## config.mk

```make
export PLATFORM = sky130hd
export DESIGN_NAME = bht_update_ctrl
export DESIGN_NICKNAME = d
export VERILOG_FILES = /design/src/rtl/bp_pkg.sv /design/src/rtl/bp_upd_fifo.sv /design/src/rtl/bht_update_ctrl.sv
export SDC_FILE = /design/constraint.sdc
export NUM_CORES = 1
export LEC_CHECK = 0
export CAP_MARGIN = 20
export CORE_ASPECT_RATIO = 2
export CORE_MARGIN = 1.5
export CORE_UTILIZATION = 50
export CTS_BUF_LIST = sky130_fd_sc_hd__clkbuf_4 sky130_fd_sc_hd__clkbuf_8 sky130_fd_sc_hd__clkbuf_16
export CTS_CLUSTER_SIZE = 16
export DETAILED_ROUTE_END_ITERATION = 10
export PLACE_DENSITY = 0.87
export SLEW_MARGIN = 0
export SYNTH_ARGS = -nofsm -noshare
export SYNTH_HDL_FRONTEND = slang
export SYNTH_SLANG_ARGS = --single-unit
```

## constraint.sdc

```tcl
create_clock -name clk_i -period 5.5 [get_ports clk_i]
set_input_delay 1.1 -clock clk_i [delete_from_list [all_inputs] [get_ports clk_i]]
set_output_delay 1.1 -clock clk_i [all_outputs]
set_load 0.1 [all_outputs]
```

## src/rtl/bp_pkg.sv

```systemverilog
// Shared definitions for the branch-history-table update path:
// 2-bit counter encodings, controller state codes and the saturating counter step.
package bp_pkg;

  localparam logic [1:0] CNT_SNT = 2'b00;
  localparam logic [1:0] CNT_WNT = 2'b01;
  localparam logic [1:0] CNT_WT  = 2'b10;
  localparam logic [1:0] CNT_ST  = 2'b11;

  localparam logic [1:0] ST_INIT  = 2'b00;
  localparam logic [1:0] ST_RUN   = 2'b01;
  localparam logic [1:0] ST_FLUSH = 2'b10;

  // One step toward the actual outcome, clamped at both ends (no wrap).
  function automatic logic [1:0] sat_update(input logic [1:0] cnt, input logic taken);
    logic [1:0] res;
    case (cnt)
      CNT_SNT: res = taken ? CNT_WNT : CNT_SNT;
      CNT_WNT: res = taken ? CNT_WT  : CNT_SNT;
      CNT_WT:  res = taken ? CNT_ST  : CNT_WNT;
      CNT_ST:  res = taken ? CNT_ST  : CNT_WT;
      default: res = CNT_SNT;
    endcase
    return res;
  endfunction

endpackage

```

## src/rtl/bp_upd_fifo.sv

```systemverilog
// Small synchronous FIFO holding resolved-branch updates; pointers carry an
// extra wrap bit so full and empty are distinguishable without a counter.
module bp_upd_fifo #(
  parameter int WIDTH = 8,
  parameter int DEPTH = 4
) (
  input  logic             i_clk,
  input  logic             i_rst_n,
  input  logic             i_clr,
  input  logic             i_push,
  input  logic [WIDTH-1:0] i_data,
  input  logic             i_pop,
  output logic [WIDTH-1:0] o_data,
  output logic             o_full,
  output logic             o_empty
);

  localparam int AW = $clog2(DEPTH);
  localparam logic [AW:0] PTR_ONE = {{AW{1'b0}}, 1'b1};

  logic [WIDTH-1:0] r_mem [DEPTH];
  logic [AW:0]      r_wr_ptr;
  logic [AW:0]      r_rd_ptr;
  logic             w_do_push;
  logic             w_do_pop;

  assign o_empty   = (r_wr_ptr == r_rd_ptr);
  assign o_full    = (r_wr_ptr[AW] != r_rd_ptr[AW]) &&
                     (r_wr_ptr[AW-1:0] == r_rd_ptr[AW-1:0]);
  assign o_data    = r_mem[r_rd_ptr[AW-1:0]];
  assign w_do_push = i_push && !o_full;
  assign w_do_pop  = i_pop && !o_empty;

  // Pointer update; clear wins over any push/pop in the same cycle.
  always_ff @(posedge i_clk or negedge i_rst_n) begin
    if (!i_rst_n) begin
      r_wr_ptr <= {(AW+1){1'b0}};
      r_rd_ptr <= {(AW+1){1'b0}};
    end else if (i_clr) begin
      r_wr_ptr <= {(AW+1){1'b0}};
      r_rd_ptr <= {(AW+1){1'b0}};
    end else begin
      if (w_do_push) r_wr_ptr <= r_wr_ptr + PTR_ONE;
      if (w_do_pop)  r_rd_ptr <= r_rd_ptr + PTR_ONE;
    end
  end

  // Entry storage.
  always_ff @(posedge i_clk or negedge i_rst_n) begin
    if (!i_rst_n) begin
      for (int i = 0; i < DEPTH; i++) r_mem[i] <= {WIDTH{1'b0}};
    end else if (w_do_push && !i_clr) begin
      r_mem[r_wr_ptr[AW-1:0]] <= i_data;
    end
  end

endmodule

```

## src/rtl/bht_update_ctrl.sv

```systemverilog
// Owner of the BHT write port: sweeps the table to strongly-not-taken after reset
// or flush, then applies queued branch outcomes as saturating read-modify-writes.
module bht_update_ctrl
  import bp_pkg::*;
#(
  parameter int N          = 10,
  parameter int FIFO_DEPTH = 4
) (
  input  logic         clk_i,
  input  logic         rst_i,
  input  logic         upd_valid_i,
  input  logic [31:0]  upd_pc_i,
  input  logic         upd_taken_i,
  output logic         upd_ready_o,
  input  logic         flush_i,
  output logic [N-1:0] tbl_rd_addr_o,
  input  logic [1:0]   tbl_rd_data_i,
  output logic         tbl_we_o,
  output logic [N-1:0] tbl_wr_addr_o,
  output logic [1:0]   tbl_wr_data_o,
  output logic         pred_enable_o,
  output logic         busy_o
);

  localparam int          EW       = N + 1;
  localparam logic [N-1:0] LAST_IDX = {N{1'b1}};
  localparam logic [N-1:0] IDX_ONE  = {{(N-1){1'b0}}, 1'b1};

  logic [1:0]    r_state;
  logic [1:0]    w_state_nxt;
  logic [N-1:0]  r_sweep_cnt;
  logic [N-1:0]  w_sweep_nxt;
  logic          r_pred_en;
  logic          w_sweeping;
  logic          w_push;
  logic          w_pop;
  logic          w_full;
  logic          w_empty;
  logic [EW-1:0] w_head;
  logic [EW-1:0] w_push_data;
  logic          w_unused_pc;

  assign w_unused_pc = ^{upd_pc_i[31:N+2], upd_pc_i[1:0]};

  assign w_sweeping  = (r_state != ST_RUN);
  // Ready is forced low in reset so nothing is accepted while the FIFO is held clear.
  assign upd_ready_o = rst_i && !w_full && !flush_i;
  assign w_push      = upd_valid_i && upd_ready_o;
  assign w_pop       = rst_i && !w_sweeping && !w_empty && !flush_i;
  assign w_push_data = {upd_pc_i[N+1:2], upd_taken_i};

  bp_upd_fifo #(
    .WIDTH (EW),
    .DEPTH (FIFO_DEPTH)
  ) u_fifo (
    .i_clk   (clk_i),
    .i_rst_n (rst_i),
    .i_clr   (flush_i),
    .i_push  (w_push),
    .i_data  (w_push_data),
    .i_pop   (w_pop),
    .o_data  (w_head),
    .o_full  (w_full),
    .o_empty (w_empty)
  );

  // Next state and sweep index; a flush restarts the sweep from any state.
  always_comb begin
    w_state_nxt = r_state;
    w_sweep_nxt = r_sweep_cnt;
    if (flush_i) begin
      w_state_nxt = ST_FLUSH;
      w_sweep_nxt = {N{1'b0}};
    end else begin
      case (r_state)
        ST_INIT, ST_FLUSH: begin
          if (r_sweep_cnt == LAST_IDX) begin
            w_state_nxt = ST_RUN;
            w_sweep_nxt = {N{1'b0}};
          end else begin
            w_sweep_nxt = r_sweep_cnt + IDX_ONE;
          end
        end
        ST_RUN: begin
          w_state_nxt = ST_RUN;
          w_sweep_nxt = {N{1'b0}};
        end
        default: begin
          w_state_nxt = ST_INIT;
          w_sweep_nxt = {N{1'b0}};
        end
      endcase
    end
  end

  // Table write port: sweep clear, or RMW of the FIFO head against same-cycle read data.
  always_comb begin
    tbl_we_o      = 1'b0;
    tbl_wr_addr_o = {N{1'b0}};
    tbl_wr_data_o = CNT_SNT;
    tbl_rd_addr_o = w_head[EW-1:1];
    if (!rst_i) begin
      tbl_we_o = 1'b0;
    end else if (w_sweeping) begin
      tbl_we_o      = 1'b1;
      tbl_wr_addr_o = r_sweep_cnt;
      tbl_wr_data_o = CNT_SNT;
    end else if (w_pop) begin
      tbl_we_o      = 1'b1;
      tbl_wr_addr_o = w_head[EW-1:1];
      tbl_wr_data_o = sat_update(tbl_rd_data_i, w_head[0]);
    end else begin
      tbl_we_o = 1'b0;
    end
  end

  // State, sweep counter and registered prediction-enable decode.
  always_ff @(posedge clk_i or negedge rst_i) begin
    if (!rst_i) begin
      r_state     <= ST_INIT;
      r_sweep_cnt <= {N{1'b0}};
      r_pred_en   <= 1'b0;
    end else begin
      r_state     <= w_state_nxt;
      r_sweep_cnt <= w_sweep_nxt;
      r_pred_en   <= (w_state_nxt == ST_RUN);
    end
  end

  assign pred_enable_o = r_pred_en;
  assign busy_o        = w_sweeping || !w_empty;

endmodule

```

* Word level (Yosys, flattened, before mapping)
Index checks and enable logic that the tools add are counted.
Cells by class: $add $sub $neg 3, $mul 0, divide/modulo/power cells 0, order comparisons 3, eq/ne operators 11, shift operators 0, multiplexer cells 30, bitwise gates (word level) 2, reduce and logical (&&, ||, !) cells 21
Operators with widths (number):
- $mux W10 | 6
- $bwmux W44 | 1
- $mux W11 | 3
- $bmux W11 S2 | 1
- $demux W11 S2 | 1
- $mux W2 | 7
- $mux W3 | 4
- $logic_and A1 B1 Y1 | 11
- $add A10 B1 Y10 const B | 1
- $eq A10 B10 Y1 const B | 1
- $pmux W2 S4 | 1
- $add A3 B1 Y3 const B | 2
- $eq A2 B1 Y1 const B | 3
- $eq A2 B2 Y1 const B | 3
- $ge A3 B3 Y1 const B | 2
- $not A2 Y3 | 2
- $mux W1 | 5
- $logic_not A1 Y1 | 4
- $logic_not A2 Y1 | 2
- $pmux W2 S2 | 1
- $reduce_bool A2 Y1 | 2
- $eq A3 B3 Y1 | 1
- $lt A3 B1 Y1 const B | 1
- $eq A2 B2 Y1 | 1
- other kinds (4) | 4
Word-level totals: flip-flop bits (word level) 63, bits in latches 0, memory bits (writable) 0, ROM bits 0, bits of input ports 39, output and inout port bits 26, memories 0

* Logic depth before layout (Yosys ltp)
Gate-level depths: netlist of run 1.
depth after elaboration 9, depth in mapped cells 6, depth with buffers taken out 5

* Cells and area by module
A second synthesis of run 1 with hierarchy kept.
Second synthesis, totals: cell total of the unflattened synthesis 280, area, all modules 3539.6 um2
Modules (own cells, without submodules):
- bp_upd_fifo | times used 1, cells an instance 175, area an instance 2733.9 um2, sequential area each 1251.2 um2
- bht_update_ctrl | times used 1, cells an instance 105, area an instance 805.8 um2, sequential area each 325.3 um2

* Worst setup path after synthesis of run 1
OpenSTA, ideal clock, no wires.
path kind input to output, from input flush_i, to output tbl_wr_data_o[1], arrival 4.013 ns, data required time 4.400 ns, slack 0.387 ns, stages 3, path through nand2b_1 > a311oi_1 > a21boi_0
Between the ends: cells in the longest elaborated chain, start to end 5
RTL lines:
- from (decl) | line bht_update_ctrl.sv:15 | input logic flush_i,
- $logic_not A1 Y1 | line bht_update_ctrl.sv:49 | assign w_pop = rst_i && !w_sweeping && !w_empty && !flush_i;
- $logic_and A1 B1 Y1 | line bht_update_ctrl.sv:49
- $mux W2 | line bht_update_ctrl.sv:108 | end else if (w_pop) begin
- $mux W2 | line bht_update_ctrl.sv:104 | end else if (w_sweeping) begin
- $mux W2 | line bht_update_ctrl.sv:102 | if (!rst_i) begin
- to (decl) | line bht_update_ctrl.sv:20 | output logic [1:0] tbl_wr_data_o,
Every way passes these cells.

* Worst setup path after layout of run 1
Same ends and word-level chain as after synthesis.

==> run_results.csv, run 1 <==
group,metric,value,unit
route,first_pass_iters,4,
finish,drive_gt1_frac,0.350,
sta,setup_tns,0,ns
power_and_ir_drop,p_seq_frac,0.371,
worst_setup_path,critical_path_class,"input pin to output port",
global_route,grt_usage,0.221,
power_and_ir_drop,max-vdd-ir-drop,0.000253,V
min_path,hold_depth,1,
clock_network,ctsHtreeMaxLevel,3,
min_path,min_path_type,"register to register",
clock_network,ctsResizeCount,0,
synth,yosys_warnings,0,
synth,ys_types,36,
route,vias,1995,
finish,antenna_cells,0,
global_route,grt_remaining_overflow,0,
clock_network,clockRootBuffer,"clkbuf_16",
power_and_ir_drop,p_sw_frac,0.300,
global_route,grt_pass1_wl,10.7,mm
finish,syn_to_final_growth,24.4,%
route,routed_wl,6.41,mm
synth,avgSynthCellArea,13.4,um2
clock_network,cts_tree,"yes",
route,wl_per_cell,18.5,um
power_and_ir_drop,power.density,391,nW/um2
floorplan,rows,40,
route,drt_iter0_drc,70,
route,drc_errors,0,
worst_setup_path,cp-end-kind,"output port",
worst_setup_path,critPathMaxFanout,14,
clock_network,numCtsBuffers,9,
finish,final_common_cell,"dfrtp_1",
floorplan,die_w,58.6,um
placement,io_buffers,42,
clock_network,clk_latency,0.33,ns
worst_setup_path,reg2regPathDepth,4,
worst_setup_path,critPathLaunch,"flush_i",
placement,place_congestion,0.799,
power_and_ir_drop,intPower,1.05,mW
sta,skew,0.00424,ns
worst_setup_path,ff2ff_setup_slack,2.62,ns
sta,maxSlewViolCount,0,
route,vias_per_cell,5.77,
sta,worstMarginPinSlew,0.993,ns
placement,dpl.hpwl,4.50,mm
clock_network,postCtsSetupBuffers,0,
sta,max-slew-margin-rel,0.335,
floorplan,pin_count,65,
sta,setup_violations,0,
sta,period_needed,4.12,ns
clock_network,postCtsHoldBufs,0,
sta,rsz0062_at_grt,"no",
floorplan,die_h,114,um
worst_setup_path,rr_startpoint,"u_fifo.r_rd_ptr[0]$_DFFE_PN0P_",
floorplan,core_area,6010,um2
power_and_ir_drop,p_comb_frac,0.228,
power_and_ir_drop,p_sw,0.450,mW
flow_run,cap_violations,0,
worst_setup_path,worst_setup_path_start_kind,"input pin",
finish,final_cell_mix,"63 x dfrtp_1, 44 x mux2_2, 27 x clkdlybuf4s50_1, 17 x buf_4, 16 x nor2_1",
global_route,grt_pass1_vias,2161,
global_route,grt_max_degree,68,
power_and_ir_drop,power,1.50,mW
clock_network,cts_sinks,63,
floorplan,initial_core_util,0.515,
synth,synth_seq_cells,63,
worst_setup_path,cp-endpoint,"tbl_wr_data_o[1]",
worst_setup_path,required,4.40,ns
worst_setup_path,worstPathArrival,3.02,ns
synth,syn-num-nets,276,
synth,syn-cell-area,3090,um2
clock_network,clockBufferDepth,2,
synth,syn_inst,231,
sta,max_freq,0.242,GHz
worst_setup_path,reg2reg_to,"u_fifo.r_mem[7]$_DFFE_PN0P_",
floorplan,design.die.area,6690,um2
finish,nets,323,
status,status,"complete, no violations",
sta,fin_crit_sh,0.750,
finish,num-fill-cells,448,
power_and_ir_drop,p_leak,1.70,nW
sta,hold_violations,0,
route,route.antenna.remaining_nets,0,
clock_network,clk_pin_slew,0.05,ns
global_route,antenna_found_initial,0,
synth,ys_seq_area_frac,0.510,
power_and_ir_drop,p_clk_frac,0.401,
-- worst min-delay path by stage --
stage	from	endpoint	slack (ns)
3_3_place_gp	u_fifo.r_mem[10]$_DFFE_PN0P_	u_fifo.r_mem[10]$_DFFE_PN0P_	0.48
3_5_place_dp	u_fifo.r_mem[19]$_DFFE_PN0P_	u_fifo.r_mem[19]$_DFFE_PN0P_	0.49
5_1_grt	u_fifo.r_mem[21]$_DFFE_PN0P_	u_fifo.r_mem[21]$_DFFE_PN0P_	0.52
4_1_cts	u_fifo.r_mem[19]$_DFFE_PN0P_	u_fifo.r_mem[19]$_DFFE_PN0P_	0.50
2_1_floorplan	r_sweep_cnt[0]$_DFF_PN0_	r_sweep_cnt[0]$_DFF_PN0_	0.47
6_report	u_fifo.r_mem[6]$_DFFE_PN0P_	u_fifo.r_mem[6]$_DFFE_PN0P_	0.50
-- registers in the layout, indices dropped and copies added, names as in the netlist --
register and count:
pred_enable_o 1, r_state 2, r_sweep_cnt 10, u_fifo.r_mem 44
u_fifo.r_rd_ptr 3, u_fifo.r_wr_ptr 3
-- power groups by stage --
| stage | Sequential (mW) | Combinational, mW | Clock, mW |
|---|---|---|---|
| 2_1_floorplan | 0.552 | 0.260 | 0 |
| 3_3_place_gp | 0.559 | 0.337 | 0 |
| 3_5_place_dp | 0.565 | 0.343 | 0 |
| 4_1_cts | 0.558 | 0.345 | 0.611 |
| 5_1_grt | 0.566 | 0.358 | 0.637 |
| 6_report | 0.558 | 0.342 | 0.603 |
-- kinds of logic (layout without fill, tap and decap cells) --
kind of cell / Yosys count / count (layout) / share of synthesized area
DFF: 63 / 63 / 0.510
muxes: 56 / 56 / 0.244
and+or+nand+nor: 52 / 52 / 0.0947
AOI/OAI and AO/OA: 25 / 25 / 0.0615
xor gates and xnor gates: 14 / 14 / 0.0397
buffers and inverters: 14 / 66 / 0.0227
adders and majority gates: 7 / 7 / 0.0275
-- per-stage QoR --
step	worst slack, ns	hold WS, ns	cells	utilization	instance area [um2]
after floorplan	0.387	0.472	231	-	3090
after global placement	1.41	0.484	330	0.587	3530
after detailed placement	1.39	0.492	330	0.587	3530
after CTS	1.32	0.504	346	0.640	3840
final	1.38	0.500	346	0.640	3840
after global routing	1.19	0.521	346	0.640	3840
-- layout make-up --
| type | count | area, um2 | share of cell area |
|---|---|---|---|
| inverter | 5 | 18.8 | 0.00488 |
| tap | 63 | 78.8 | 0.0205 |
| timing repair buffer | 45 | 403 | 0.105 |
| clock buffer | 12 | 248 | 0.0644 |
| sequential | 63 | 1580 | 0.410 |
| multi-input combinational | 154 | 1450 | 0.377 |
| clock inverter | 4 | 70.1 | 0.0182 |
-- cells in the mapped netlist, drive strengths merged --
cell type	instances	area, um2
nand3b	1	7.51
o21a	1	7.51
nor2	16	60.1
o21ai	2	10.0
a31o	1	8.76
nand2b	4	25.0
dfrtp	63	1580
and2	2	12.5
a22o	10	87.6
a21boi	1	7.51
mux2i	1	10.0
maj3	1	10.0
nand3	5	25.0
xor2	5	43.8
nand2	10	37.5
nand4	2	12.5
nor3	4	35.0
mux4	11	248
clkbuf	2	7.51
or2	2	12.5
mux2	44	495
a21bo	1	10.0
buf	7	43.8
a21oi	4	20.0
nor4b	1	23.8
and3	3	23.8
a31oi	2	12.5
ha	6	75.1
xnor2	9	78.8
a311oi	3	26.3
and4	2	17.5
inv	5	18.8
-- routing by layer --
| layer | routed length, um | vias to the layer above | global-route usage | part of all wire |
|---|---|---|---|---|
| li1 | - | 931 | - | - |
| met1 | 2540 | 1011 | 0.247 | 0.40 |
| met2 | 3500 | 40 | 0.369 | 0.55 |
| met3 | 215 | 13 | 0.0678 | 0.034 |
| met4 | 160 | 0 | 0.112 | 0.025 |
| met5 | 0 | - | 0 | 0 |
-- worst max-delay path: stages --
cell and delay [ns]:
clkdlybuf4s50_1 0.40, buf_4 0.19, nand2b_1 0.26, a311oi_2 0.29
buf_4 0.24, a21boi_0 0.22, buf_4 0.32
Note: power is estimated with default switching activity, not from simulation.
==> inputs of run 2 (changes only) <==
- clock period: 5.5 -> 4.15 ns (I/O delays scaled with it)
==> run 2 against run 1 <==
Sequential power rose by 33%. Via count rose by 4.9%. Final area rose by 3.4%. Clock power rose by 23%. Clock-buffer cell count fell by 1. Register-to-register slack got worse by 1.2 ns. Clock skew rose by 0.0016 ns. Flip-flop and latch count did not move. Non-clock buffer count rose by 4. Global-route usage rose by 0.74 points. Final cell count rose by 0.87%. Highest routed layer unchanged. Largest cell class unchanged.
==> run_results.csv, run 2 (synthesis results as in run 1) <==
group,metric,value,unit
finish,drive_gt1_frac,0.395,
sta,period_needed,3.48,ns
finish,final_common_cell,"dfrtp_1",
floorplan,design.die.area,6690,um2
route,first_pass_iters,4,
floorplan,rows,40,
floorplan,pin_count,65,
clock_network,numCtsBuffers,9,
clock_network,postCtsHoldBufs,0,
floorplan,core_area,6010,um2
finish,nets,327,
sta,maxSlewViolCount,0,
sta,max-slew-margin-rel,0.359,
clock_network,cts_tree,"yes",
placement,place_congestion,0.787,
sta,setup_tns,0,ns
floorplan,die_w,58.6,um
placement,io_buffers,42,
sta,setup_violations,0,
finish,syn_to_final_growth,28.7,%
sta,fin_crit_sh,0.838,
placement,dpl.cell_count,334,
global_route,grt_pass1_wl,11.1,mm
global_route,grt_pass1_vias,2219,
route,routed_wl,6.64,mm
worst_setup_path,ff2ff_setup_slack,1.44,ns
clock_network,postCtsSetupBuffers,0,
route,drc_errors,0,
sta,skew,0.00585,ns
finish,regMostFlops,"u_fifo.r_mem",
worst_setup_path,worstPathArrival,2.65,ns
min_path,min_path_type,"input pin to async pin",
finish,largest_reg_flops,44,
clock_network,clk_latency,0.33,ns
flow_run,cap_violations,0,
worst_setup_path,required,3.32,ns
power_and_ir_drop,power,1.93,mW
worst_setup_path,critical_path_class,"input pin to output port",
worst_setup_path,worst_setup_path_start_kind,"input pin",
placement,dpl.hpwl,4.74,mm
clock_network,clk_pin_slew,0.05,ns
clock_network,clockRootBuffer,"clkbuf_16",
clock_network,clockBufferDepth,2,
sta,holdWs,0.362,ns
sta,hold_violations,0,
global_route,grt_max_degree,59,
route,vias_per_cell,5.99,
sta,worstMarginPinSlew,0.958,ns
finish,fin_util,0.662,
sta,rsz0062_at_grt,"no",
worst_setup_path,reg2regPathDepth,4,
clock_network,ctsHtreeMaxLevel,3,
finish,top_regs,"u_fifo.r_mem: 44 flops, r_sweep_cnt: 10 flops",
global_route,grt_remaining_overflow,0,
placement,dp_slack,0.732,ns
clock_network,cts_sinks,63,
route,vias,2092,
route,wl_per_cell,19.0,um
route,route.antenna.remaining_nets,0,
power_and_ir_drop,p_leak,1.75,nW
global_route,antenna_found_initial,0,
floorplan,initial_core_util,0.515,
clock_network,ctsResizeCount,0,
finish,antenna_cells,0,
power_and_ir_drop,max-vdd-ir-drop,0.000412,V
route,drt_iter0_drc,95,
worst_setup_path,critPathMaxFanout,12,
finish,stdcell_count,349,
status,status,"complete, no violations",
power_and_ir_drop,power.density,486,nW/um2
sta,setup_slack,0.673,ns
floorplan,die_h,114,um
worst_setup_path,cp-end-kind,"output port",
finish,num-fill-cells,430,
finish,final_cell_mix,"63 x dfrtp_1, 44 x mux2_2, 20 x buf_4, 16 x nor2_1, 16 x clkdlybuf4s50_1",
sta,max_freq,0.288,GHz
finish,postLayoutCellArea,3980,um2
global_route,grt_usage,0.228,
placement,dpl_cell_area,3680,um2
==> run 2: power by group <==
group / switching (mW) / internal (mW) / total, mW
combinational: 0.298 / 0.152 / 0.451
clock: 0.250 / 0.490 / 0.740
sequential: 0.0453 / 0.695 / 0.741
==> run 2: final timing paths <==
check | start | end
worst max-delay path | flush_i | tbl_wr_addr_o[3]
min in group clk_i | u_fifo.r_mem[17]$_DFFE_PN0P_ | u_fifo.r_mem[17]$_DFFE_PN0P_
max in group asynchronous | rst_i | u_fifo.r_mem[37]$_DFFE_PN0P_
worst min-delay path | rst_i | u_fifo.r_mem[22]$_DFFE_PN0P_
worst max register to register | u_fifo.r_rd_ptr[1]$_DFFE_PN0P_ | u_fifo.r_mem[42]$_DFFE_PN0P_
worst min register to register | u_fifo.r_mem[17]$_DFFE_PN0P_ | u_fifo.r_mem[17]$_DFFE_PN0P_
==> run 2: area by class of cell <==
cell class | instances | area, um2 | share of cell area
sequential | 63 | 1580 | 0.396
clock buffer | 11 | 253 | 0.0635
tap | 63 | 78.8 | 0.0198
inverter | 5 | 18.8 | 0.00472
clock inverter | 4 | 45.0 | 0.0113
timing repair buffer | 49 | 556 | 0.140
multi-input combinational | 154 | 1450 | 0.365
==> run 2: worst max-delay path, stage by stage <==
cell and delay (ns):
clkdlybuf4s50_1 0.42, nand2b_1 0.26, a311oi_2 0.44, buf_4 0.27, a22o_1 0.22, buf_12 0.19
==> run 2: metal layers <==
layer,global-route usage,routed length (um),vias to the layer above
li1,-,-,939
met1,0.251,2450,1085
met2,0.395,3780,50
met3,0.0542,223,18
met4,0.118,191,0
met5,0,0,-
==> inputs of run 3 (changes only) <==
- clock period: 4.15 -> 3.3 ns (I/O delays scaled with it)
==> run 3 against run 2 <==
Clock-buffer cell count unchanged. Worst hold slack lost 0.079 ns. Die area stayed put. Critical path type unchanged. Critical endpoint is now tbl_wr_addr_o[2]. Largest power group unchanged. Highest routed layer unchanged.
==> run_results.csv, run 3 (synthesis results as in run 1) <==
group,metric,value,unit
status,status,"complete, no violations",
finish,final_common_cell,"dfrtp_1",
worst_setup_path,rr_startpoint,"u_fifo.r_rd_ptr[1]$_DFFE_PN0P_",
sta,hold_violations,0,
worst_setup_path,cp-end-kind,"output port",
power_and_ir_drop,p_seq_frac,0.393,
power_and_ir_drop,intPower,1.60,mW
min_path,min_path_type,"input pin to async pin",
power_and_ir_drop,p_sw,0.763,mW
clock_network,clk_latency,0.33,ns
sta,skew,0.00747,ns
finish,drive_gt1_frac,0.410,
worst_setup_path,critPathLaunch,"flush_i",
route,drt_iter0_drc,77,
finish,largest_reg_flops,44,
floorplan,die_h,114,um
power_and_ir_drop,max-vdd-ir-drop,0.000474,V
floorplan,core_area,6010,um2
power_and_ir_drop,p_leak,1.76,nW
power_and_ir_drop,power,2.37,mW
sta,setup_violations,0,
power_and_ir_drop,power.density,590,nW/um2
sta,maxSlewViolCount,0,
worst_setup_path,critPathMaxFanout,12,
route,first_pass_iters,4,
placement,place_congestion,0.823,
floorplan,die_w,58.6,um
clock_network,ctsResizeCount,0,
floorplan,initial_core_util,0.515,
global_route,grt_max_degree,56,
global_route,grt_pass1_wl,10.5,mm
power_and_ir_drop,p_sw_frac,0.322,
global_route,antenna_found_initial,0,
clock_network,clockBufferDepth,2,
sta,worstMarginPinSlew,0.699,ns
finish,syn_to_final_growth,29.7,%
worst_setup_path,critical_path_class,"input pin to output port",
placement,io_buffers,42,
power_and_ir_drop,p_comb_frac,0.242,
clock_network,cts_tree,"yes",
finish,nets,330,
route,wl_per_cell,18.6,um
clock_network,ctsHtreeMaxLevel,3,
floorplan,pin_count,65,
clock_network,clockRootBuffer,"clkbuf_16",
clock_network,postCtsHoldBufs,0,
worst_setup_path,worst_setup_path_start_kind,"input pin",
finish,stdcell_count,353,
route,vias_per_cell,5.91,
route,route.antenna.remaining_nets,0,
finish,fin_util,0.668,
placement,dpl.hpwl,4.60,mm
floorplan,rows,40,
sta,setup_tns,0,ns
global_route,grt_pass1_vias,2172,
route,drc_errors,0,
sta,period_needed,3.11,ns
flow_run,cap_violations,0,
route,routed_wl,6.57,mm
clock_network,numCtsBuffers,9,
finish,final_cell_mix,"63 x dfrtp_1, 44 x mux2_2, 22 x buf_4, 16 x nor2_1, 15 x clkdlybuf4s50_1",
sta,max-slew-margin-rel,0.534,
finish,top_regs,"u_fifo.r_mem: 44 flops, r_sweep_cnt: 10 flops",
clock_network,clk_pin_slew,0.05,ns
sta,holdWs,0.283,ns
finish,regMostFlops,"u_fifo.r_mem",
sta,rsz0062_at_grt,"no",
worst_setup_path,required,2.64,ns
floorplan,design.die.area,6690,um2
power_and_ir_drop,p_clk_frac,0.365,
global_route,grt_remaining_overflow,0,
clock_network,postCtsSetupBuffers,0,
placement,dpl.cell_count,337,
route,vias,2086,
sta,fin_crit_sh,0.942,
sta,max_freq,0.322,GHz
finish,antenna_cells,0,
clock_network,cts_sinks,63,
global_route,grt_usage,0.217,
worst_setup_path,worstPathArrival,2.45,ns
## run 3: routing by layer
metal,vias up,GRT usage,part of all wire
met5,-,0,0
met4,0,0.102,0.021
met3,12,0.0701,0.039
met2,51,0.371,0.56
met1,1076,0.238,0.38
li1,947,-,-
## run 3: path summary, 6_finish.rpt
path | slack (ns) | endpoint | cells after the start
worst min register to register | 0.50 | u_fifo.r_mem[10]$_DFFE_PN0P_ | 1
max in group asynchronous | 2.09 | u_fifo.r_mem[26]$_DFFE_PN0P_ | 3
worst max-delay path | 0.19 | tbl_wr_addr_o[2] | 6
min in group clk_i | 0.50 | u_fifo.r_mem[10]$_DFFE_PN0P_ | 1
worst min-delay path | 0.28 | u_fifo.r_wr_ptr[0]$_DFFE_PN0P_ | 2
worst max register to register | 1.36 | u_fifo.r_mem[37]$_DFFE_PN0P_ | 5
## run 3: cell type report
| cell class | instances | area, um2 |
|---|---|---|
| Fill cell | 427 | 2000 |
| Clock buffer | 11 | 246 |
| Multi-Input combinational cell | 154 | 1450 |
| Sequential cell | 63 | 1580 |
| Timing Repair Buffer | 52 | 601 |
| Inverter | 5 | 18.8 |
| Tap cell | 63 | 78.8 |
| Clock inverter | 5 | 33.8 |
## run 3: worst max-delay path, cell delays in order
cell and delay [ns]:
clkdlybuf4s50_1 0.42, nand2b_1 0.27, a311oi_2 0.42, buf_4 0.27, a22o_1 0.21, buf_12 0.19
## run 3: power by group through the flow
stage                     Sequential, mW  Combinational [mW]  Clock, mW
final                              0.930               0.572      0.864
after CTS                          0.930               0.575      0.882
after floorplan                    0.921               0.434          0
after global routing               0.941               0.598      0.916
after detailed placement           0.940               0.573          0
after global placement             0.931               0.561          0
## run 3: metrics by stage
stage / area [um2] / setup WS, ns
finish: 4010 / 0.192
global route: 4010 / 0.156
CTS: 4010 / 0.171
detailed placement: 3730 / 0.197
global placement: 3730 / 0.161
floorplan: 3090 / 0.297
